$ cat src/rtl/fifo_rr_reader_if.sv
// Signal bundle between fifo_rr_reader, its source FIFO bank and the downstream sink.
// pop_count is present only when RD_POP_COUNT_EN is defined.
interface fifo_rr_reader_if #(
  parameter int DATA_WIDTH   = 10,
  parameter int NUM_FIFOS    = 4,
  parameter int THRESH_WIDTH = 3
);
  logic                            init;
  logic [THRESH_WIDTH-1:0]         umbral_alto_in;
  logic [THRESH_WIDTH-1:0]         umbral_bajo_in;
  logic [THRESH_WIDTH-1:0]         umbral_alto_out;
  logic [THRESH_WIDTH-1:0]         umbral_bajo_out;
  logic [NUM_FIFOS-1:0]            fifo_empty;
  logic [NUM_FIFOS*DATA_WIDTH-1:0] fifo_data_in;
  logic [NUM_FIFOS-1:0]            fifo_pop;
  logic                            down_almost_full;
  logic                            down_full;
  logic [DATA_WIDTH-1:0]           out_data;
  logic                            out_valid;
  logic [1:0]                      state;
  logic                            idle;
  logic                            error;
`ifdef RD_POP_COUNT_EN
  logic [15:0]                     pop_count;
`endif

  // Reader side
  modport master (
`ifdef RD_POP_COUNT_EN
    output pop_count,
`endif
    input  init, umbral_alto_in, umbral_bajo_in, fifo_empty, fifo_data_in,
           down_almost_full, down_full,
    output umbral_alto_out, umbral_bajo_out, fifo_pop, out_data, out_valid,
           state, idle, error
  );

  // FIFO bank / sink / control side
  modport slave (
`ifdef RD_POP_COUNT_EN
    input  pop_count,
`endif
    output init, umbral_alto_in, umbral_bajo_in, fifo_empty, fifo_data_in,
           down_almost_full, down_full,
    input  umbral_alto_out, umbral_bajo_out, fifo_pop, out_data, out_valid,
           state, idle, error
  );
endinterface

$ cat src/rtl/fifo_rr_reader.sv
// Round-robin read controller for a FIFO bank: loads thresholds, pops non-empty FIFOs
// and forwards one valid-qualified stream. Optional pop counter: RD_POP_COUNT_EN.
module fifo_rr_reader #(
  parameter int DATA_WIDTH   = 10,
  parameter int NUM_FIFOS    = 4,
  parameter int THRESH_WIDTH = 3
) (
  input  logic             clk,
  input  logic             reset,
  fifo_rr_reader_if.master bus
);

  localparam int PTR_W = (NUM_FIFOS > 1) ? $clog2(NUM_FIFOS) : 1;

  typedef enum logic [1:0] {
    ST_RESET  = 2'd0,
    ST_INIT   = 2'd1,
    ST_IDLE   = 2'd2,
    ST_ACTIVE = 2'd3
  } state_e;

  state_e                  state_q, state_d;
  logic                    error_q, error_d;
  logic [THRESH_WIDTH-1:0] alto_q, bajo_q;
  logic [PTR_W-1:0]        rr_q, rr_d;
  logic [PTR_W-1:0]        sel_q;
  logic [NUM_FIFOS-1:0]    last_pop_q;
  logic                    valid_q;
  logic [DATA_WIDTH-1:0]   hold_q;

  logic [NUM_FIFOS-1:0]    eligible;
  logic [NUM_FIFOS-1:0]    pop;
  logic                    grant_vld;
  logic [PTR_W-1:0]        grant_idx;
  logic [PTR_W-1:0]        cand;
  logic                    idle;
  logic [DATA_WIDTH-1:0]   words [NUM_FIFOS];
  logic [DATA_WIDTH-1:0]   out_data;

  for (genvar g = 0; g < NUM_FIFOS; g++) begin : g_unpack
    assign words[g] = bus.fifo_data_in[g*DATA_WIDTH +: DATA_WIDTH];
  end

  always_ff @(posedge clk or posedge reset) begin
    if (reset) begin
      state_q <= ST_RESET;
      error_q <= 1'b0;
    end else begin
      state_q <= state_d;
      error_q <= error_d;
    end
  end

  // A failed INIT exit flags the error and keeps waiting for a valid threshold pair
  always_comb begin
    state_d = state_q;
    error_d = error_q;
    case (state_q)
      ST_RESET: state_d = ST_INIT;
      ST_INIT: begin
        if (!bus.init) begin
          if (bajo_q < alto_q) begin
            state_d = ST_IDLE;
            error_d = 1'b0;
          end else begin
            error_d = 1'b1;
          end
        end
      end
      ST_IDLE: begin
        if (bus.init)                  state_d = ST_INIT;
        else if (!(&bus.fifo_empty))   state_d = ST_ACTIVE;
      end
      ST_ACTIVE: begin
        if (bus.init)                  state_d = ST_INIT;
        else if (&bus.fifo_empty)      state_d = ST_IDLE;
      end
      default: state_d = ST_RESET;
    endcase
  end

  // The empty flag lags a pop by one cycle, so a FIFO popped last cycle is skipped
  always_comb begin
    pop       = '0;
    grant_vld = 1'b0;
    grant_idx = '0;
    cand      = '0;
    eligible  = ~bus.fifo_empty & ~last_pop_q;
    idle      = (state_q == ST_IDLE);
    if (state_q == ST_ACTIVE && !bus.init && !bus.down_almost_full && !bus.down_full) begin
      for (int k = 0; k < NUM_FIFOS; k++) begin
        cand = PTR_W'((int'(rr_q) + k) % NUM_FIFOS);
        if (!grant_vld && eligible[cand]) begin
          grant_vld = 1'b1;
          grant_idx = cand;
        end
      end
    end
    if (grant_vld) pop[grant_idx] = 1'b1;
  end

  always_comb begin
    rr_d = rr_q;
    if (grant_vld) begin
      if (int'(grant_idx) == NUM_FIFOS - 1) rr_d = '0;
      else                                  rr_d = grant_idx + PTR_W'(1);
    end
  end

  always_ff @(posedge clk or posedge reset) begin
    if (reset) begin
      rr_q       <= '0;
      sel_q      <= '0;
      last_pop_q <= '0;
      valid_q    <= 1'b0;
      hold_q     <= '0;
      alto_q     <= '0;
      bajo_q     <= '0;
    end else begin
      rr_q       <= rr_d;
      last_pop_q <= pop;
      valid_q    <= grant_vld;
      if (grant_vld) sel_q <= grant_idx;
      if (valid_q)   hold_q <= words[sel_q];
      if (state_q == ST_INIT && bus.init) begin
        alto_q <= bus.umbral_alto_in;
        bajo_q <= bus.umbral_bajo_in;
      end
    end
  end

  // Word is taken from the FIFO output one cycle after its pop, then held
  assign out_data = valid_q ? words[sel_q] : hold_q;

  assign bus.fifo_pop        = pop;
  assign bus.out_valid       = valid_q;
  assign bus.out_data        = out_data;
  assign bus.state           = state_q;
  assign bus.idle            = idle;
  assign bus.error           = error_q;
  assign bus.umbral_alto_out = alto_q;
  assign bus.umbral_bajo_out = bajo_q;

`ifdef RD_POP_COUNT_EN
  logic [15:0] pop_count_q;

  always_ff @(posedge clk or posedge reset) begin
    if (reset) begin
      pop_count_q <= '0;
    end else if (state_d == ST_INIT && state_q != ST_INIT) begin
      pop_count_q <= '0;
    end else if (valid_q && pop_count_q != 16'hFFFF) begin
      pop_count_q <= pop_count_q + 16'd1;
    end
  end

  assign bus.pop_count = pop_count_q;
`else
  // Counter omitted in this build
`endif

endmodule

$ cat src/flat_wrapper.sv
// flat-port wrapper written by rule: the top's interface ports become plain ports
module fifo_rr_reader_flat 
#(
  parameter int DATA_WIDTH   = 10,
  parameter int NUM_FIFOS    = 4,
  parameter int THRESH_WIDTH = 3
)
  (clk, reset, bus_init, bus_umbral_alto_in, bus_umbral_bajo_in, bus_fifo_empty, bus_fifo_data_in, bus_down_almost_full, bus_down_full, bus_umbral_alto_out, bus_umbral_bajo_out, bus_fifo_pop, bus_out_data, bus_out_valid, bus_state, bus_idle, bus_error);
  fifo_rr_reader_if #(.DATA_WIDTH(DATA_WIDTH), .NUM_FIFOS(NUM_FIFOS), .THRESH_WIDTH(THRESH_WIDTH)) bus_i ();
  input  logic clk;
  input  logic reset;
  input wire logic [$bits(bus_i.init)-1:0] bus_init;
  input wire logic [$bits(bus_i.umbral_alto_in)-1:0] bus_umbral_alto_in;
  input wire logic [$bits(bus_i.umbral_bajo_in)-1:0] bus_umbral_bajo_in;
  input wire logic [$bits(bus_i.fifo_empty)-1:0] bus_fifo_empty;
  input wire logic [$bits(bus_i.fifo_data_in)-1:0] bus_fifo_data_in;
  input wire logic [$bits(bus_i.down_almost_full)-1:0] bus_down_almost_full;
  input wire logic [$bits(bus_i.down_full)-1:0] bus_down_full;
  output wire logic [$bits(bus_i.umbral_alto_out)-1:0] bus_umbral_alto_out;
  output wire logic [$bits(bus_i.umbral_bajo_out)-1:0] bus_umbral_bajo_out;
  output wire logic [$bits(bus_i.fifo_pop)-1:0] bus_fifo_pop;
  output wire logic [$bits(bus_i.out_data)-1:0] bus_out_data;
  output wire logic [$bits(bus_i.out_valid)-1:0] bus_out_valid;
  output wire logic [$bits(bus_i.state)-1:0] bus_state;
  output wire logic [$bits(bus_i.idle)-1:0] bus_idle;
  output wire logic [$bits(bus_i.error)-1:0] bus_error;
  assign bus_i.init = bus_init;
  assign bus_i.umbral_alto_in = bus_umbral_alto_in;
  assign bus_i.umbral_bajo_in = bus_umbral_bajo_in;
  assign bus_i.fifo_empty = bus_fifo_empty;
  assign bus_i.fifo_data_in = bus_fifo_data_in;
  assign bus_i.down_almost_full = bus_down_almost_full;
  assign bus_i.down_full = bus_down_full;
  assign bus_umbral_alto_out = bus_i.umbral_alto_out;
  assign bus_umbral_bajo_out = bus_i.umbral_bajo_out;
  assign bus_fifo_pop = bus_i.fifo_pop;
  assign bus_out_data = bus_i.out_data;
  assign bus_out_valid = bus_i.out_valid;
  assign bus_state = bus_i.state;
  assign bus_idle = bus_i.idle;
  assign bus_error = bus_i.error;
  fifo_rr_reader #(.DATA_WIDTH(DATA_WIDTH), .NUM_FIFOS(NUM_FIFOS), .THRESH_WIDTH(THRESH_WIDTH)) u_core (.clk(clk), .reset(reset), .bus(bus_i));
endmodule
$ cat config.mk
export PLATFORM = sky130hd
export DESIGN_NAME = fifo_rr_reader_flat
export DESIGN_NICKNAME = d
export VERILOG_FILES = /design/src/rtl/fifo_rr_reader_if.sv /design/src/rtl/fifo_rr_reader.sv /design/src/flat_wrapper.sv
export SDC_FILE = /design/constraint.sdc
export NUM_CORES = 1
export LEC_CHECK = 0
export CORE_MARGIN = 2
export CORE_UTILIZATION = 35
export CTS_CLUSTER_SIZE = 14
export DETAILED_ROUTE_END_ITERATION = 8
export GPL_ROUTABILITY_DRIVEN = 0
export PLACE_DENSITY_LB_ADDON = 0.15
export SLEW_MARGIN = 0
export SYNTH_ARGS = -nofsm -noshare
export SYNTH_HDL_FRONTEND = slang
export SYNTH_SLANG_ARGS = --single-unit
export TNS_END_PERCENT = 10
$ cat constraint.sdc
create_clock -name clk -period 2.71 [get_ports clk]
set_input_delay 0.4065 -clock clk [delete_from_list [all_inputs] [get_ports clk]]
set_output_delay 0.4065 -clock clk [all_outputs]
set_load 0.01 [all_outputs]
After elaboration in Yosys (flattened, before gate mapping)
Index checks and enable logic that the tools add are counted.
W data, S select, Z words.
{"block": "totals", "word_cells": 89, "register_bits": 28}
{"block": "classes", "bitwise": 5, "reduce_logical": 18, "n_lt_le_gt_ge": 8, "n_mux": 37, "n_addsub": 4, "eq_ne": 8}
{"operator": "$mux W10", "count": 3}
{"operator": "$mux W2", "count": 12}
{"operator": "$bmux W10 S2", "count": 1}
{"operator": "$lt A2 B3 Y1 const B", "count": 5}
{"operator": "$mux W1", "count": 14}
{"operator": "$bmux W1 S2", "count": 4}
{"operator": "$logic_and A1 B1 Y1", "count": 8}
{"operator": "$not A4 Y4", "count": 2}
{"operator": "$pmux W2 S4", "count": 1}
{"operator": "$reduce_and A4 Y1", "count": 2}
{"operator": "$logic_not A1 Y1", "count": 6}
{"operator": "$add A2 B1 Y2 const B", "count": 2}
{"operator": "$add A2 B2 Y2 const B", "count": 2}
{"operator": "$and A4 B4 Y4", "count": 1}
{"operator": "$eq A2 B1 Y1 const B", "count": 2}
{"operator": "$eq A2 B2 Y1 const B", "count": 2}
{"operator": "$mux W4", "count": 1}
{"operator": "$ge A3 B3 Y1 const B", "count": 1}
{"operator": "$lt A3 B3 Y1", "count": 1}
{"operator": "$ne A3 B2 Y1 const B", "count": 1}
{"operator": "$ne A3 B3 Y1 const B", "count": 1}
{"operator": "$not A2 Y3", "count": 1}
{"operator": "$demux W1 S2", "count": 1}
{"operator": "$ge A2 B1 Y1 const B", "count": 1}
{"operator": "5 further kinds", "count": 5}

Depth between registers and ports, before layout
Gate-level depths: netlist of run 1.
{"block": "logic_depth", "ltp_word": 23, "ltp_mapped": 6, "ltp_nobuf": 6}

Worst setup path after synthesis of run 1
No wires, ideal clock.
{"block": "synth_timing", "kind": "input port to output port", "start": "input bus_fifo_empty[3]", "end": "output bus_fifo_pop[0]", "stages": 6, "required_ns": 2.304, "arrival_ns": 1.667, "path_slack_ns": 0.637, "path_cell_list": "or2_2 > a22oi_1 > o221ai_1 > or2_2 > ha_1 > and2_1"}
{"block": "synth_via", "elab_chain_len": 23, "word_cells_on_any_way": 35, "cone_classes": "order compare: 2; mux: 24; bitwise: 2; reduce/logical: 7"}
{"item": "start: declaration", "line_no": "flat_wrapper.sv:15", "text": "input wire logic [$bits(bus_i.fifo_empty)-1:0] bus_fifo_empty;"}
{"item": "$not A4 Y4 *", "line_no": "fifo_rr_reader.sv:88", "text": "eligible = ~bus.fifo_empty & ~last_pop_q;"}
{"item": "$and A4 B4 Y4 *", "line_no": "fifo_rr_reader.sv:88"}
{"item": "$bmux W1 S2", "line_no": "fifo_rr_reader.sv:93", "text": "if (!grant_vld && eligible[cand]) begin"}
{"item": "$mux W1 (not written as such)", "line_no": "fifo_rr_reader.sv:93"}
{"item": "$mux W1", "line_no": "fifo_rr_reader.sv:93"}
{"item": "$mux W1", "line_no": "fifo_rr_reader.sv:90", "text": "if (state_q == ST_ACTIVE && !bus.init && !bus.down_almost_full && !bus.down_full) begin"}
{"item": "$logic_not A1 Y1", "line_no": "fifo_rr_reader.sv:93"}
{"item": "$logic_and A1 B1 Y1", "line_no": "fifo_rr_reader.sv:93"}
{"item": "(+7 left out)"}
{"item": "$logic_and A1 B1 Y1", "line_no": "fifo_rr_reader.sv:93"}
{"item": "$mux W2", "line_no": "fifo_rr_reader.sv:93"}
{"item": "$mux W2", "line_no": "fifo_rr_reader.sv:90"}
{"item": "$lt A2 B3 Y1 (not written as such) / $ge A2 B1 Y1 (equally long branches)", "line_no": "fifo_rr_reader.sv:99", "text": "if (grant_vld) pop[grant_idx] = 1'b1;"}
{"item": "$logic_and A1 B1 Y1 (not written as such)", "line_no": "fifo_rr_reader.sv:99"}
{"item": "$mux W1 (not written as such)", "line_no": "fifo_rr_reader.sv:99"}
{"item": "$demux W1 S2"}
{"item": "$mux W4 *", "line_no": "fifo_rr_reader.sv:99"}
{"item": "end: declaration", "line_no": "flat_wrapper.sv:21", "text": "output wire logic [$bits(bus_i.fifo_pop)-1:0] bus_fifo_pop;"}
Mark *: on every way between the ends. The rest lies on a longest branch, timed or not. The select of a mux whose other input is x is not followed.

Final worst setup path of run 1
{"block": "layout_timing", "start": "register u_core.last_pop_q[0]", "end": "output bus_fifo_pop[3]"}
{"block": "layout_via", "elab_chain_len": 23, "word_cells_on_any_way": 35, "cone_classes": "order compare: 2; mux: 24; bitwise: 2; reduce/logical: 7"}
{"item": "start: declaration", "line_no": "fifo_rr_reader.sv:27", "text": "logic [NUM_FIFOS-1:0] last_pop_q;"}
{"item": "start signal: assignment", "line_no": "fifo_rr_reader.sv:121", "text": "last_pop_q <= pop;"}
{"item": "$not A4 Y4 *", "line_no": "fifo_rr_reader.sv:88"}
{"item": "$and A4 B4 Y4 *", "line_no": "fifo_rr_reader.sv:88"}
{"item": "$bmux W1 S2", "line_no": "fifo_rr_reader.sv:93"}
{"item": "$mux W1 (not written as such)", "line_no": "fifo_rr_reader.sv:93"}
{"item": "$mux W1", "line_no": "fifo_rr_reader.sv:93"}
{"item": "$mux W1", "line_no": "fifo_rr_reader.sv:90"}
{"item": "$logic_not A1 Y1", "line_no": "fifo_rr_reader.sv:93"}
{"item": "$logic_and A1 B1 Y1", "line_no": "fifo_rr_reader.sv:93"}
{"item": "(+8 left out)"}
{"item": "$mux W2 *", "line_no": "fifo_rr_reader.sv:93"}
{"item": "$mux W2 *", "line_no": "fifo_rr_reader.sv:90"}
{"item": "named net u_core.grant_idx[1]", "line_no": "fifo_rr_reader.sv:34", "text": "logic [PTR_W-1:0] grant_idx;"}
{"item": "$lt A2 B3 Y1 (not written as such) / $ge A2 B1 Y1 (equally long branches)", "line_no": "fifo_rr_reader.sv:99"}
{"item": "$logic_and A1 B1 Y1 (not written as such)", "line_no": "fifo_rr_reader.sv:99"}
{"item": "$mux W1 (not written as such)", "line_no": "fifo_rr_reader.sv:99"}
{"item": "$demux W1 S2 *"}
{"item": "$mux W4 *", "line_no": "fifo_rr_reader.sv:99"}
Mark *: on every way through the listed nets, which the timed path passes. The rest lies on a longest branch. The select of a mux whose other input is x is not followed.

==> results of run 1 <==
-- power breakdown --
group / switching, mW / internal, mW
registers: 0.112 / 0.577
clock network: 0.128 / 0.130
logic: 0.409 / 0.676
-- per-stage QoR --
step	area, um^2	power (mW)	util, %
global placement	2490	1.74	57.7
finish	2640	2.03	61.0
CTS	2600	2.06	60.1
detailed placement	2490	1.78	57.7
floorplan	1560	1.26	-
global route	2640	2.18	61.0
-- sequential cells by signal, indices dropped and copies added (netlist names) --
name	count
u_core.hold_q	10
u_core.last_pop_q	4
u_core.bus.umbral_alto_out	3
u_core.bus.umbral_bajo_out	3
u_core.bus.state	2
u_core.rr_q	2
u_core.sel_q	2
u_core.bus.error	1
u_core.bus.out_valid	1
-- worst reg2reg max path: stages, from the launching register on --
cell	delay (ns)
sky130_fd_sc_hd__dfrtp_1	0.47
sky130_fd_sc_hd__or2_4	0.31
sky130_fd_sc_hd__a31oi_4	0.19
sky130_fd_sc_hd__o221ai_2	0.12
sky130_fd_sc_hd__or2_1	0.28
sky130_fd_sc_hd__ha_1	0.28
sky130_fd_sc_hd__mux2_1	0.31
-- what timing repair did --
action / 4_1_cts / 5_1_grt
resized for setup: 21 / 10
hold buffers: 0 / 0
buffers inserted: 2 / 1
setup endpoints to repair: 4 / 4
pin swaps: 5 / 2
endpoints found under the hold margin: 0 / 0
-- area by class of cell --
type | instances | area [um^2]
Inverter | 6 | 22.5
Timing Repair Buffer | 94 | 908
Multi-Input combinational cell | 81 | 886
Tap cell | 52 | 65.1
Sequential cell | 28 | 701
Clock buffer | 4 | 55.1
Fill cell | 363 | 1690
-- cell families (layout without fill, tap and decap cells) --
logic type	after synthesis	after routing	share of synthesized area, %
DFF	28	28	44.8
and+or+nand+nor	28	28	10.7
muxes	27	27	26.7
AOI/OAI and AO/OA	20	20	10.6
buffers and inverters	9	104	2.40
adders and majority gates	6	6	4.80
-- path summary, 6_finish.rpt --
kind | start | endpoint | slack (ns)
setup / recovery | u_core.last_pop_q[0] | bus_fifo_pop[3] | 0.11
hold / removal | reset | u_core.bus.umbral_bajo_out[1] | 0.49
setup reg to reg | u_core.last_pop_q[0] | u_core.rr_q[1] | 0.62
hold reg to reg | u_core.hold_q[2] | u_core.hold_q[2] | 0.51
max in group asynchronous | reset | u_core.rr_q[0] | 1.95
min in group clk | u_core.hold_q[2] | u_core.hold_q[2] | 0.51
-- layer usage --
metal | wire length [um] | vias to the layer above | GRT usage (%)
met5 | 0 | - | 0
met4 | 83 | 0 | 5.45
met3 | 206 | 8 | 3.42
met2 | 2340 | 47 | 33.7
met1 | 1590 | 641 | 20.3
li1 | - | 635 | -
-- layout by cell type, fill, tap and decap left out, drive strengths merged, types with 5 or more instances in the layout --
| master | instances |
|---|---|
| buf | 16 |
| nor2 | 9 |
| dlymetal6s2s | 5 |
| dfrtp | 28 |
| inv | 6 |
| ha | 6 |
| mux4 | 10 |
| mux2 | 17 |
| clkdlybuf4s50 | 68 |
==> insert_results.sql, run 1 <==
INSERT INTO impl_metrics (metric_group, metric, value, unit) VALUES
('min_path', 'path_class_of_the_lowest_slack_min_delay_path', 'input pin to async pin', ''),
('yosys', 'synthesis.yosys.warnings', '0', ''),
('clock_tree', 'cts_tree', 'done', ''),
('placed_design', 'placed_cells_incl_taps', '258', ''),
('critical_path', 'worstPathRequired', '2.30', 'ns'),
('critical_path', 'critical-path-max-stage-delay', '0.47', 'ns'),
('floorplanning', 'floorplan.initialDensity', '36.1', '%'),
('clock_tree', 'cts_buffer_depth', '2', ''),
('run_status', 'run_status', 'finished, final reports clean', ''),
('yosys', 'yosys.cell_count.top_type', 'sky130_fd_sc_hd__dfrtp_1', ''),
('clock_tree', 'clock_tree.htree_level_count', '1', ''),
('timing', 'final_worst_slack', '0.106', 'ns'),
('critical_path', 'worst-r2r-cell-count', '6', ''),
('yosys', 'syn_avg_cell_area', '13.2', 'um^2'),
('critical_path', 'cp_max_fo', '4', ''),
('clock_tree', 'worst_setup_hold_path_clk_slew', '0.10', 'ns'),
('yosys', 'synthFlopType', 'sky130_fd_sc_hd__dfrtp_1', ''),
('job', 'timing.max_cap.violations', '0', ''),
('critical_path', 'timing_worst_setup_path_type', 'flip-flop to output port', ''),
('final_layout', 'number_of_diodes_added_for_antenna_fixing', '0', ''),
('timing', 'worstMarginPinSlew', '0.553', 'ns'),
('timing', 'worst_clock_skew', '0.00619', 'ns'),
('floorplanning', 'placement_rows', '24', ''),
('timing', 'setup-violations-final', '0', ''),
('global_route', 'grt.overflow.total', '0', ''),
('clock_tree', 'insertion_delay', '0.27', 'ns'),
('detailed_routing', 'drt-pass1-iter-count', '4', ''),
('floorplanning', 'core-area', '0.00432', 'mm^2'),
('critical_path', 'cell_breakdown_of_the_critical_path', 'nor4b_2 -> a21oi_1 -> o221a_2 -> nor2_1 -> buf_4 -> ha_1 -> and2_1 -> clkdlybuf4s15_1', ''),
('yosys', 'synth_seq_area_share', '44.8', '%'),
('timing', 'period_share', '96.1', '%'),
('detailed_routing', 'vias', '1331', ''),
('floorplanning', 'die_h', '70.8', 'um'),
('critical_path', 'critical_path_cell_with_the_highest_stage_delay', 'sky130_fd_sc_hd__dfrtp_1', ''),
('clock_tree', 'numCtsBuffers', '3', ''),
('yosys', 'synth_top_cells_by_area', 'sky130_fd_sc_hd__dfrtp_1 (45%), sky130_fd_sc_hd__mux4_2 (14%), sky130_fd_sc_hd__mux2_2 (12%), sky130_fd_sc_hd__ha_1 (4.8%), sky130_fd_sc_hd__nor2_1 (2.2%)', ''),
('timing', 'slew_headroom', '62.2', '%'),
('clock_tree', 'clock_sinks', '28', ''),
('final_layout', 'layout-drive-gt1-share', '31.0', '%'),
('clock_tree', 'clock_tree.root_cell', 'sky130_fd_sc_hd__clkbuf_8', ''),
('yosys', 'synth-async-reset-ratio', '100', '%'),
('power', 'power_per_cell_area', '771', 'mW/mm^2'),
('yosys', 'yosysTopAreaCell', 'sky130_fd_sc_hd__dfrtp_1', ''),
('critical_path', 'timing.critical_path.buf_inv', '2', ''),
('yosys', 'synth_area', '0.00156', 'mm^2'),
('yosys', 'number_of_flip_flops_and_latches_in_the_synthesized_netlist', '28', ''),
('timing', 'report.final.hold_viol_count', '0', ''),
('power', 'total_leakage_power', '1.14', 'nW'),
('detailed_routing', 'routed_wirelength', '4210', 'um'),
('global_route', 'antenna_found_initial', '0', ''),
('placed_design', 'io_buffers', '79', ''),
('yosys', 'synth-edff-count', '0', ''),
('final_layout', 'flow.area_growth_from_synthesis', '68.8', '%'),
('placed_design', 'place_hpwl', '3330', 'um'),
('floorplanning', 'boundaryPins', '80', ''),
('detailed_routing', 'avgViaCountPerCell', '5.02', ''),
('global_route', 'grt_pass1_wl', '7200', 'um'),
('detailed_routing', 'final_antenna_net_count', '0', ''),
('final_layout', 'finish.cell_count_without_fillers', '265', ''),
('critical_path', 'worstSetupStartpointType', 'flip-flop', ''),
('detailed_routing', 'routed_wire_length_per_instance', '15.9', 'um'),
('critical_path', 'cpLargestDelayFamily', 'simple AND/OR/NAND/NOR gates', ''),
('critical_path', 'worst-path-stages', '8', ''),
('final_layout', 'layout.nets', '275', ''),
('detailed_routing', 'drc', '0', ''),
('yosys', 'number_of_distinct_library_cells_after_synthesis', '35', ''),
('detailed_routing', 'starting_drt_drc_count', '14', ''),
('critical_path', 'cp.arrival', '2.20', 'ns'),
('floorplanning', 'die_area', '0.00502', 'mm^2'),
('timing', 'timing.final.max_slew_violations', '0', ''),
('timing', 'hold_ws', '0.493', 'ns');
Power figures use the tool's default switching activity.
==> run 2: changes to the inputs <==
- ABC_CLOCK_PERIOD_IN_PS: not set -> 2710
==> results of run 2 <==
No change in the layout: final DEF, timing and power equal those of run 1.
==> run 3: changes to the inputs <==
- GPL_ROUTABILITY_DRIVEN: 0 -> not set
==> results of run 3 <==
No change in the layout: final DEF, timing and power equal those of run 1.
==> edit, RTL diff (flow settings as in run 1) <==
`NUM_FIFOS` is set to 4 in 3 places; all go to 8.
--- a/src/rtl/fifo_rr_reader_if.sv
+++ b/src/rtl/fifo_rr_reader_if.sv
@@ -3,5 +3,5 @@
 interface fifo_rr_reader_if #(
   parameter int DATA_WIDTH   = 10,
-  parameter int NUM_FIFOS    = 4,
+  parameter int NUM_FIFOS    = 8,
   parameter int THRESH_WIDTH = 3
 );
--- a/src/rtl/fifo_rr_reader.sv
+++ b/src/rtl/fifo_rr_reader.sv
@@ -3,5 +3,5 @@
 module fifo_rr_reader #(
   parameter int DATA_WIDTH   = 10,
-  parameter int NUM_FIFOS    = 4,
+  parameter int NUM_FIFOS    = 8,
   parameter int THRESH_WIDTH = 3
 ) (
--- a/src/flat_wrapper.sv
+++ b/src/flat_wrapper.sv
@@ -3,5 +3,5 @@
 #(
   parameter int DATA_WIDTH   = 10,
-  parameter int NUM_FIFOS    = 4,
+  parameter int NUM_FIFOS    = 8,
   parameter int THRESH_WIDTH = 3
 )
Ports: changed (resized bus_fifo_data_in, bus_fifo_empty and bus_fifo_pop); port bits go from 80 to 128. No check against the original RTL was run, so the function may have changed too.
==> edit against run 1 <==
The run now ends with setup timing left; sequential power increased by 19%; area after synthesis increased by 90%; cell count increased by 130%; clock skew increased by 0.0041 ns; total power increased to 2.9 times the old value; clock power increased by 35%; count of clock-buffer cells in the layout increased by 1; worst setup slack got worse by 1.1 ns; wire length increased by 140%; sequential cell count increased by 6; final area increased by 100%; die area increased by 84%; largest power group unchanged.
==> edit: results (changes against run 1) <==
The number of buffers other than clock buffers in the final layout works out to 213 (+130%). The worst path arrival time was 3.32 ns (+1.12 ns); the number of vias in the routed layout was 3220 (+140%). The switching power was 2.422 mW (+270%); the net count after synthesis was 395 (+120%). The register-to-register setup slack came out at -0.73 ns (-1.35 ns). The fraction of area in registers is 16.14% (-10 points), and the static leakage is 2.220 nW (+95%). The logs give -1.336 ns (-0.9536 ns) for the worst slack at placement and -1.012 ns (-1.118 ns) for the post-route worst setup slack. The final reports fail on setup timing. In the final layout, the registers with the most flip-flops are u_core.hold_q: 10 flops, u_core.last_pop_q: 8 flops.

The setup total negative slack is -11.76 ns (-11.76 ns), and the logic depth of the worst register-to-register path is 13 (+7). The flow ran to the end, but the final reports show violations. For the number of fill cells, the log shows 653 (+80%). The proportion of layout cells with a drive suffix above 1 is 37.30% (+6.3 points), and the largest fanout on the critical path is 7 (+3).

Final instance area: 5280 um2 (+100%). The inverter count is 10 (+4), and the part of the Yosys area used for sequential elements is 28.67% (-16 points). The final number of setup-violating endpoints came out at 23 (+23). The final-layout clock-cell area share is 1.493% (-0.59 points). On the critical path, the stage with the largest delay is an instance of mux4_2. The logs give 880 um (+330%) for the met3 wirelength from detailed routing and 5205 um (+120%) for the met2 wire length.
## edit: kinds of logic (layout without fill, tap and decap cells)
logic type | Yosys count | count (layout) | synth area share, %
xor gates and xnor gates | 2 | 2 | 0.5903
and+or+nand+nor | 116 | 117 | 20.74
buffers and inverters | 26 | 230 | 3.879
muxes | 45 | 45 | 29.60
AOI/OAI and AO/OA | 63 | 63 | 14.42
DFF | 34 | 34 | 28.67
adders and majority gates | 5 | 5 | 2.108
## edit: layer usage
layer / vias up / global-route usage (%)
met4: 0 / 7.857
met3: 27 / 4.542
met2: 171 / 37.09
li1: 1525 / -
met1: 1497 / 27.53
met5: - / 0
## edit: repair_timing
item,in CTS,in global routing
setup endpoints to repair,22,23
gates resized for setup,55,19
gates cloned,2,0
setup buffers,9,8
pin swaps,16,12
hold buffers,0,0
## edit: worst max-delay path, delay by kind of cell (launching register included)
family                 cells  cell delay (ns)
AOI/OAI and AO/OA          4             0.53
buffers and inverters      4             0.65
and+or+nand+nor            3             0.82
muxes                      1             0.55
DFF                        1             0.48
